**src/rtl/cache_dm_wb_ctrl.sv**
```systemverilog
// Direct-mapped, write-back, write-allocate cache controller with one-word lines.
// One CPU request in flight; refill/evict over a valid/ready memory channel.
//
// state       | meaning
// IDLE        | waiting for a CPU request, cpu_req_ready high
// COMPARE     | tag lookup; hit completes, miss picks eviction or refill
// WRITEBACK   | dirty victim line offered to memory until accepted
// REFILL_REQ  | refill read request offered to memory until accepted
// REFILL_WAIT | waiting for refill data, then re-lookup in COMPARE
module cache_dm_wb_ctrl #(
   parameter int ADDR_W   = 32,
   parameter int DATA_W   = 32,
   parameter int INDEX_W  = 3,
   parameter int OFFSET_W = 2,
   parameter int CNT_W    = 16
) (
   input  logic              clk,
   input  logic              reset,
   input  logic              cpu_req_valid,
   output logic              cpu_req_ready,
   input  logic              cpu_req_we,
   input  logic [ADDR_W-1:0] cpu_req_addr,
   input  logic [DATA_W-1:0] cpu_req_wdata,
   output logic              cpu_resp_valid,
   output logic [DATA_W-1:0] cpu_resp_rdata,
   output logic              mem_req_valid,
   input  logic              mem_req_ready,
   output logic              mem_req_we,
   output logic [ADDR_W-1:0] mem_req_addr,
   output logic [DATA_W-1:0] mem_req_wdata,
   input  logic              mem_resp_valid,
   input  logic [DATA_W-1:0] mem_resp_rdata,
   output logic [CNT_W-1:0]  hit_cnt,
   output logic [CNT_W-1:0]  miss_cnt
);

   localparam int TAG_W = ADDR_W - INDEX_W - OFFSET_W;
   localparam int LINES = 1 << INDEX_W;

   typedef enum logic [2:0] {IDLE, COMPARE, WRITEBACK, REFILL_REQ, REFILL_WAIT} state_t;

   state_t state, state_nxt;

   logic               req_we;
   logic [TAG_W-1:0]   req_tag;
   logic [INDEX_W-1:0] req_idx;
   logic [DATA_W-1:0]  req_wdata;
   logic               refilled;

   logic [TAG_W-1:0]   tag_mem  [LINES];
   logic [DATA_W-1:0]  data_mem [LINES];
   logic [LINES-1:0]   valid_q;
   logic [LINES-1:0]   dirty_q;

   logic hit;
   assign hit = valid_q[req_idx] && (tag_mem[req_idx] == req_tag);

   always_ff @(posedge clk or posedge reset) begin
      if (reset) state <= IDLE;
      else       state <= state_nxt;
   end

   // Memory-side outputs are decoded from state so reset clears them at once.
   always_comb begin
      state_nxt     = state;
      cpu_req_ready = 1'b0;
      mem_req_valid = 1'b0;
      mem_req_we    = 1'b0;
      mem_req_addr  = '0;
      mem_req_wdata = '0;
      case (state)
         IDLE: begin
            cpu_req_ready = 1'b1;
            if (cpu_req_valid) state_nxt = COMPARE;
         end
         COMPARE: begin
            if (hit)                                   state_nxt = IDLE;
            else if (valid_q[req_idx] && dirty_q[req_idx]) state_nxt = WRITEBACK;
            else                                       state_nxt = REFILL_REQ;
         end
         WRITEBACK: begin
            mem_req_valid = 1'b1;
            mem_req_we    = 1'b1;
            mem_req_addr  = {tag_mem[req_idx], req_idx, {OFFSET_W{1'b0}}};
            mem_req_wdata = data_mem[req_idx];
            if (mem_req_ready) state_nxt = REFILL_REQ;
         end
         REFILL_REQ: begin
            mem_req_valid = 1'b1;
            mem_req_addr  = {req_tag, req_idx, {OFFSET_W{1'b0}}};
            if (mem_req_ready) state_nxt = REFILL_WAIT;
         end
         REFILL_WAIT: begin
            if (mem_resp_valid) state_nxt = COMPARE;
         end
         default: state_nxt = IDLE;
      endcase
   end

   always_ff @(posedge clk or posedge reset) begin
      if (reset) begin
         req_we         <= 1'b0;
         req_tag        <= '0;
         req_idx        <= '0;
         req_wdata      <= '0;
         refilled       <= 1'b0;
         valid_q        <= '0;
         dirty_q        <= '0;
         cpu_resp_valid <= 1'b0;
         cpu_resp_rdata <= '0;
         hit_cnt        <= '0;
         miss_cnt       <= '0;
         for (int i = 0; i < LINES; i++) begin
            tag_mem[i]  <= '0;
            data_mem[i] <= '0;
         end
      end else begin
         cpu_resp_valid <= 1'b0;
         case (state)
            IDLE: begin
               if (cpu_req_valid) begin
                  req_we    <= cpu_req_we;
                  req_tag   <= cpu_req_addr[ADDR_W-1:INDEX_W+OFFSET_W];
                  req_idx   <= cpu_req_addr[INDEX_W+OFFSET_W-1:OFFSET_W];
                  req_wdata <= cpu_req_wdata;
                  refilled  <= 1'b0;
               end
            end
            COMPARE: begin
               // The post-refill re-lookup is not a new access, so it is not counted.
               if (!refilled) begin
                  if (hit) begin
                     if (hit_cnt != '1) hit_cnt <= hit_cnt + CNT_W'(1);
                  end else if (miss_cnt != '1) begin
                     miss_cnt <= miss_cnt + CNT_W'(1);
                  end
               end
               if (hit) begin
                  cpu_resp_valid <= 1'b1;
                  if (req_we) begin
                     data_mem[req_idx] <= req_wdata;
                     dirty_q[req_idx]  <= 1'b1;
                     cpu_resp_rdata    <= req_wdata;
                  end else begin
                     cpu_resp_rdata    <= data_mem[req_idx];
                  end
               end
            end
            WRITEBACK: begin
               if (mem_req_ready) dirty_q[req_idx] <= 1'b0;
            end
            REFILL_WAIT: begin
               if (mem_resp_valid) begin
                  data_mem[req_idx] <= mem_resp_rdata;
                  tag_mem[req_idx]  <= req_tag;
                  valid_q[req_idx]  <= 1'b1;
                  dirty_q[req_idx]  <= 1'b0;
                  refilled          <= 1'b1;
               end
            end
            default: ;
         endcase
      end
   end

endmodule

```
**config.mk**
```make
export PLATFORM = sky130hd
export DESIGN_NAME = cache_dm_wb_ctrl
export DESIGN_NICKNAME = d
export VERILOG_FILES = /design/src/rtl/cache_dm_wb_ctrl.sv
export SDC_FILE = /design/constraint.sdc
export NUM_CORES = 1
export LEC_CHECK = 0
export ABC_CLOCK_PERIOD_IN_PS = 74900
export CAP_MARGIN = 20
export CORE_ASPECT_RATIO = 0.8
export CORE_MARGIN = 1.5
export CORE_UTILIZATION = 50
export DETAILED_ROUTE_END_ITERATION = 10
export PLACE_DENSITY = 0.7
export SLEW_MARGIN = 10
export SYNTH_ARGS = -nofsm -noshare
export SYNTH_HDL_FRONTEND = slang
export SYNTH_SLANG_ARGS = --single-unit
```
**constraint.sdc**
```tcl
create_clock -name clk -period 74.9 [get_ports clk]
set_clock_uncertainty 0.1 [all_clocks]
set_input_delay 22.47 -clock clk [delete_from_list [all_inputs] [get_ports clk]]
set_output_delay 22.47 -clock clk [all_outputs]
set_load 0.01 [all_outputs]
```
==> run_results.csv, run 1 <==
group,metric,value,unit
yosys,synth-edff-count,0,
outcome,status,"finished clean",
cts,clock-root-buffer,"clkbuf_16",
worst_setup_path,critPathSlowestCell,"dfrtp_4",
yosys,avgSynthCellArea,12.3,um2
global_route,antenna_found_initial,2,
global_route,grt_max_degree,194,
cts,htree_levels,2,
cts,post_cts_resized,0,
flow_run,maxCapViolCount,0,
worst_setup_path,rr_worst_depth,14,
placed_design,routabilityCongestion,0.814,
timing,whs,0.364,ns
worst_setup_path,rrSetupSlack,68.81,ns
yosys,yosysWarnings,0,
cts,cts_setup_buffers,0,
power_and_ir_drop,p_total,1.34,mW
drt,drt_iter0_drc,2274,
cells_and_area,n_fill_cell,4355,
timing,drv_slew,0,
drt,viasPerCell,6.37,
cts,holdBufCountCts,0,
die,ioPinCount,234,
global_route,grt.total_usage,29.4,%
yosys,async_reset_ff_share,100,%
drt,avgRoutedWirePerCell,26.0,um
cts,clk_latency,0.65,ns
drt,vias,20700,
power_and_ir_drop,power.density,40.2,mW/mm2
global_route,grt_pass1_vias,21200,
die,rows,77,
cells_and_area,final_area,0.0333,mm2
placed_design,placed_area,0.0311,mm2
timing,fin_crit,27.45,ns
hold_path,min_to,"valid_q[4]",
cells_and_area,drive_gt1_share,21.7,%
timing,slew_headroom,26.6,%
worst_setup_path,reg2reg_to,"data_mem[224]",
worst_setup_path,endpoint_kind,"output port",
worst_setup_path,cp-start-kind,"register",
yosys,yosysSeqAreaShare,55.1,%
global_route,grt_first_pass_wirelength,130,mm
drt,drc_errors,0,
worst_setup_path,cp_slowest_stage_delay,0.92,ns
drt,wl,84.2,mm
timing,fin_tns_setup,0,ns
cts,clkTransAtPathRegs,0.06,ns
die,die_h,215,um
worst_setup_path,crit_family,"buffers and inverters",
yosys,synthDistinctLibCells,60,
drt,first_pass_iters,6,
placed_design,portBuffers,229,
yosys,dominantRegCellSynth,"dfrtp_1",
worst_setup_path,path_max_fanout,46,
yosys,syn_area,0.0282,mm2
cts,cts_buffers,61,
cells_and_area,fin_util,59.9,%
timing,setup_viol,0,
cells_and_area,mostFrequentLayoutCells,"dfrtp_1, mux2_2, a22o_1",
die,core_area,0.0555,mm2
die,die_area,0.0578,mm2
worst_setup_path,path_cells,"buf_4 -> nor2b_1 -> buf_4 -> a221oi_1 -> o21ai_0 -> and2_1 -> clkdlybuf4s50_1",
timing,worstMarginPinSlew,1.10,ns
placed_design,dpl.hpwl,50.0,mm
die,fp.dieW,268,um
cells_and_area,layout_commonest_cell,"dfrtp_1",
cells_and_area,syn2layout_area_growth,18.1,%
global_route,grt.overflow.total,0,
yosys,synthCells,2291,
hold_path,hold_start,"valid_q[4]",
timing,finalCritPeriodShare,36.6,%
worst_setup_path,path_buf_inv,3,
cells_and_area,fin_nets,2546,
worst_setup_path,worstSetupPathType,"register to output port",
hold_path,hp-class,"register to register",
hold_path,whs_path_depth,1,
timing,max_freq,0.0364,GHz
timing,hold_viol,0,
cts,cts_sinks,620,
drt,antenna_left,0,
timing,rsz0062_at_grt,"false",
worst_setup_path,crit_arrival,4.88,ns
cts,cts_max_path_buffers,3,
yosys,ys_ff_latch,620,
cts,cts_tree,"done",
worst_setup_path,cp.required,52.33,ns
worst_setup_path,worst_path_most_repeated_cell,"buf_4",
worst_setup_path,r2r_start,"req_idx[2]",
die,start_util,50.8,%
power_and_ir_drop,vdd_drop_max,0.0213,mV
power_and_ir_drop,power_leakage,15.3,nW
synthesized netlist by cell type (all sizes together), types with 15 or more instances:
cell | number | area (um2)
nand2b | 16 | 100
a22o | 270 | 2360
a221oi | 40 | 350
nand2 | 141 | 529
clkbuf | 146 | 548
buf | 49 | 249
nand3 | 15 | 75.1
mux2i | 69 | 691
mux4 | 46 | 1040
a21oi | 121 | 651
and2 | 15 | 93.8
mux2 | 306 | 3450
dfrtp | 620 | 15500
nor3 | 26 | 130
a22oi | 33 | 248
xor2 | 27 | 236
nor2 | 146 | 548
xnor2 | 22 | 193
o21ai | 74 | 378
area by class of cell:
class	count	area (um2)	share of cell area, %
well taps	750	938	2.82
multi-input cells	1465	11900	35.7
clock buffers	91	1790	5.38
flip-flops and latches	620	15500	46.7
clock inverters	23	304	0.914
repair buffers	282	2780	8.35
inverters	12	52.6	0.158
diodes	1	2.50	0.00752
logic make-up (layout without fill, tap and decap cells):
| family | after synthesis | count (layout) | synth area share (%) |
|---|---|---|---|
| flops | 620 | 620 | 55.1 |
| buf+inv | 207 | 408 | 2.99 |
| mux | 421 | 421 | 18.4 |
| xor+xnor | 49 | 49 | 1.52 |
| other cells | 1 | 3 | 0.0133 |
| fa+ha+maj | 2 | 2 | 0.0888 |
| compound gates | 571 | 571 | 15.1 |
| simple gates | 420 | 420 | 6.87 |
how the worst max path moves through the flow:
stage	endpoint	depth (start not counted)	start	slack, ns
floorplan	asynchronous set/reset pin	1	reset	34.97
global placement	mem_req_wdata[8]	7	req_idx[2]	48.15
detailed placement	mem_req_wdata[8]	7	req_idx[2]	48.14
CTS	mem_req_wdata[8]	7	req_idx[2]	47.48
global route	mem_req_wdata[8]	7	req_idx[2]	47.24
finish	mem_req_wdata[8]	7	req_idx[2]	47.45
per-layer routing:
metal | share of wire [%] | track usage (%) | vias to the layer above | routed length, um
met3 | 9.6 | 7.71 | 142 | 8090
li1 | - | - | 8756 | -
met2 | 47 | 45.2 | 998 | 39300
met5 | 0 | 0 | - | 0
met4 | 2.3 | 8.58 | 0 | 1950
met1 | 41 | 41.0 | 10800 | 34900
registers in the layout, indices dropped and copies added (netlist names), 8 cells and up, named ones only:
signal / cells
cpu_resp_rdata: 32
data_mem: 256
hit_cnt: 16
miss_cnt: 16
req_tag: 27
req_wdata: 32
tag_mem: 216
valid_q: 8
per-stage QoR:
stage	setup WS, ns	cells
after floorplan	34.97	2292
after global placement	48.15	3124
after detailed placement	48.14	3125
after CTS	47.48	3239
after global routing	47.24	3243
final	47.45	3244
power breakdown:
group | internal, mW | leakage (nW) | switching (mW)
Sequential | 0.442 | 8.41 | 0.0998
Combinational | 0.214 | 5.84 | 0.265
Clock | 0.183 | 1.03 | 0.134
(Power assumes the default switching activity.)
==> inputs of run 2 (changes only) <==
--- a/config.mk
+++ b/config.mk
@@ -5,7 +5,7 @@
 export SDC_FILE = /design/constraint.sdc
 export NUM_CORES = 1
 export LEC_CHECK = 0
-export ABC_CLOCK_PERIOD_IN_PS = 74900
+export ABC_CLOCK_PERIOD_IN_PS = 26300
 export CAP_MARGIN = 20
 export CORE_ASPECT_RATIO = 0.8
 export CORE_MARGIN = 1.5
==> constraint.sdc (replaced) <==
create_clock -name clk -period 26.3 [get_ports clk]
set_clock_uncertainty 0.1 [all_clocks]
set_input_delay 7.89 -clock clk [delete_from_list [all_inputs] [get_ports clk]]
set_output_delay 7.89 -clock clk [all_outputs]
set_load 0.01 [all_outputs]
==> run 2 against run 1 <==
Die area did not move. First-iteration DRC count fell by 1.9%. Sequential share of layout area shrank 0.091 points. Core utilization up 0.12 points. Routed wire length shrank 0.67%. Critical path depth grew 1. Power rose to 2.9 times the previous value. Critical endpoint unchanged. Largest power group unchanged. Highest routed layer unchanged.
==> run_results.csv, run 2 (synthesized netlist as in run 1, its figures left out) <==
group,metric,value,unit
outcome,status,"finished clean",
power_and_ir_drop,power.density,115,mW/mm2
cells_and_area,fin_nets,2552,
drt,wl,83.6,mm
cells_and_area,largest_reg_flops,256,
placed_design,dpl.hpwl,49.6,mm
die,die_area,0.0578,mm2
timing,worstMarginPinSlew,1.10,ns
cts,holdBufCountCts,0,
power_and_ir_drop,pwr-share-clk,24.3,%
drt,vias,20700,
cells_and_area,n_fill_cell,4364,
placed_design,routabilityCongestion,0.820,
die,start_util,50.8,%
drt,antenna_left,0,
worst_setup_path,rr_worst_depth,15,
cts,htree_levels,3,
power_and_ir_drop,power_leakage,15.3,nW
hold_path,whs_path_depth,1,
cells_and_area,mostFrequentLayoutCells,"dfrtp_1, mux2_2, a22o_1",
global_route,grt_first_pass_wirelength,129,mm
worst_setup_path,path_max_fanout,57,
placed_design,portBuffers,229,
worst_setup_path,crit_family,"buffers and inverters",
global_route,grt.overflow.total,0,
die,fp.dieW,268,um
power_and_ir_drop,pwr-share-seq,40.1,%
worst_setup_path,cp-start-kind,"register",
cts,cts_setup_buffers,0,
drt,drc_errors,0,
timing,setup_viol,0,
cells_and_area,reg.largest.list,"data_mem: 256 flops, tag_mem: 216 flops",
power_and_ir_drop,vdd_drop_max,0.0618,mV
drt,viasPerCell,6.38,
power_and_ir_drop,combPwrFrac,35.6,%
power_and_ir_drop,p_switching,1.42,mW
cts,clkTransAtPathRegs,0.06,ns
worst_setup_path,cp.depth,8,
worst_setup_path,cp_slowest_stage_delay,0.79,ns
cells_and_area,syn2layout_area_growth,18.3,%
timing,fin_tns_setup,0,ns
worst_setup_path,path_buf_inv,4,
worst_setup_path,worst_path_most_repeated_cell,"buf_4",
hold_path,hp-class,"register to register",
flow_run,maxCapViolCount,0,
cts,clock-root-buffer,"clkbuf_16",
timing,hold_viol,0,
cts,post_cts_resized,0,
timing,rsz0062_at_grt,"false",
cts,cts_tree,"done",
cells_and_area,drive_gt1_share,21.8,%
cts,cts_max_path_buffers,3,
cts,clk_latency,0.60,ns
worst_setup_path,worstSetupPathType,"register to output port",
global_route,grt_max_degree,186,
worst_setup_path,endpoint_kind,"output port",
drt,avgRoutedWirePerCell,25.8,um
power_and_ir_drop,p_sw_share,37.0,%
timing,max_freq,0.0760,GHz
worst_setup_path,crit_arrival,5.16,ns
drt,drt_iter0_drc,2231,
timing,setup_slack,13.15,ns
placed_design,place_ws,13.84,ns
worst_setup_path,critPathSlowestCell,"dfrtp_4",
cts,cts_buffers,66,
timing,drv_slew,0,
cts,cts_sinks,620,
drt,first_pass_iters,5,
die,rows,77,
worst_setup_path,path_cells,"buf_4 -> buf_4 -> nor2b_1 -> buf_4 -> a221oi_1 -> o21ai_0 -> and2_1 -> clkdlybuf4s50_1",
power_and_ir_drop,cell_internal_pwr,2.42,mW
global_route,grt.total_usage,29.2,%
cells_and_area,layout_commonest_cell,"dfrtp_1",
timing,slew_headroom,26.6,%
worst_setup_path,cp.required,18.31,ns
die,ioPinCount,234,
timing,finalCritPeriodShare,50.0,%
global_route,antenna_found_initial,1,
timing,fin_crit,13.15,ns
die,core_area,0.0555,mm2
cells_and_area,largest_register,"data_mem",
die,die_h,215,um
global_route,grt_pass1_vias,21200,
run 2: worst reg2reg max path, cell delays in order (launching register included):
cell     delay (ns)
dfrtp_4        0.79
buf_4          0.80
buf_4          0.65
nor2_1         0.29
buf_4          0.27
a22o_1         0.26
o21a_1         0.21
nor4_1         0.52
and4_1         0.32
nand4_4        0.10
buf_4          0.34
a21oi_2        0.24
buf_4          0.54
o21ai_2        0.12
buf_4          0.34
a22o_1         0.33
run 2: path summary, 6_finish.rpt:
| check | start | to | slack (ns) |
|---|---|---|---|
| setup / recovery | req_idx[2] | mem_req_wdata[8] | 13.15 |
| hold / removal | valid_q[3] | valid_q[3] | 0.37 |
| setup reg to reg | req_idx[2] | data_mem[31] | 19.99 |
| hold reg to reg | valid_q[3] | valid_q[3] | 0.37 |
| max in group asynchronous | reset | data_mem[3] | 15.72 |
| min in group asynchronous | reset | tag_mem[195] | 7.67 |
run 2: power by group through the flow:
stage          registers [mW]  logic (mW)  clock network, mW
2_1_floorplan            1.39       0.993                  0
3_3_place_gp             1.52        1.31                  0
3_5_place_dp             1.54        1.34                  0
4_1_cts                  1.53        1.35              0.944
5_1_grt                  1.58        1.46              0.984
6_report                 1.54        1.37              0.933
run 2: metal layers:
metal | vias up | GRT usage, % | part of all wire, %
met5 | - | 0 | 0
met2 | 973 | 44.9 | 47
li1 | 8745 | - | -
met3 | 159 | 6.98 | 9.0
met1 | 10800 | 41.0 | 41
met4 | 0 | 8.99 | 2.6
run 2: cell type report:
| cell class | count | area, um2 | share of cell area [%] |
|---|---|---|---|
| sequential | 620 | 15500 | 46.6 |
| multi-input combinational | 1465 | 11900 | 35.6 |
| timing repair buffer | 283 | 2790 | 8.37 |
| clock buffer | 93 | 1950 | 5.84 |
| tap | 750 | 938 | 2.82 |
| clock inverter | 18 | 203 | 0.608 |
| inverter | 12 | 52.6 | 0.158 |
| antenna | 1 | 2.50 | 0.00751 |
run 2: stage by stage:
step / std cells / area (um2) / power, mW / hold slack, ns / utilization, %
floorplan: 2292 / 28200 / 2.39 / 0.329 / -
global placement: 3126 / 31100 / 2.83 / 0.344 / 56.0
detailed placement: 3126 / 31100 / 2.88 / 0.349 / 56.0
CTS: 3237 / 33200 / 3.82 / 0.367 / 59.9
global route: 3241 / 33300 / 4.02 / 0.396 / 60.0
finish: 3242 / 33300 / 3.84 / 0.368 / 60.1
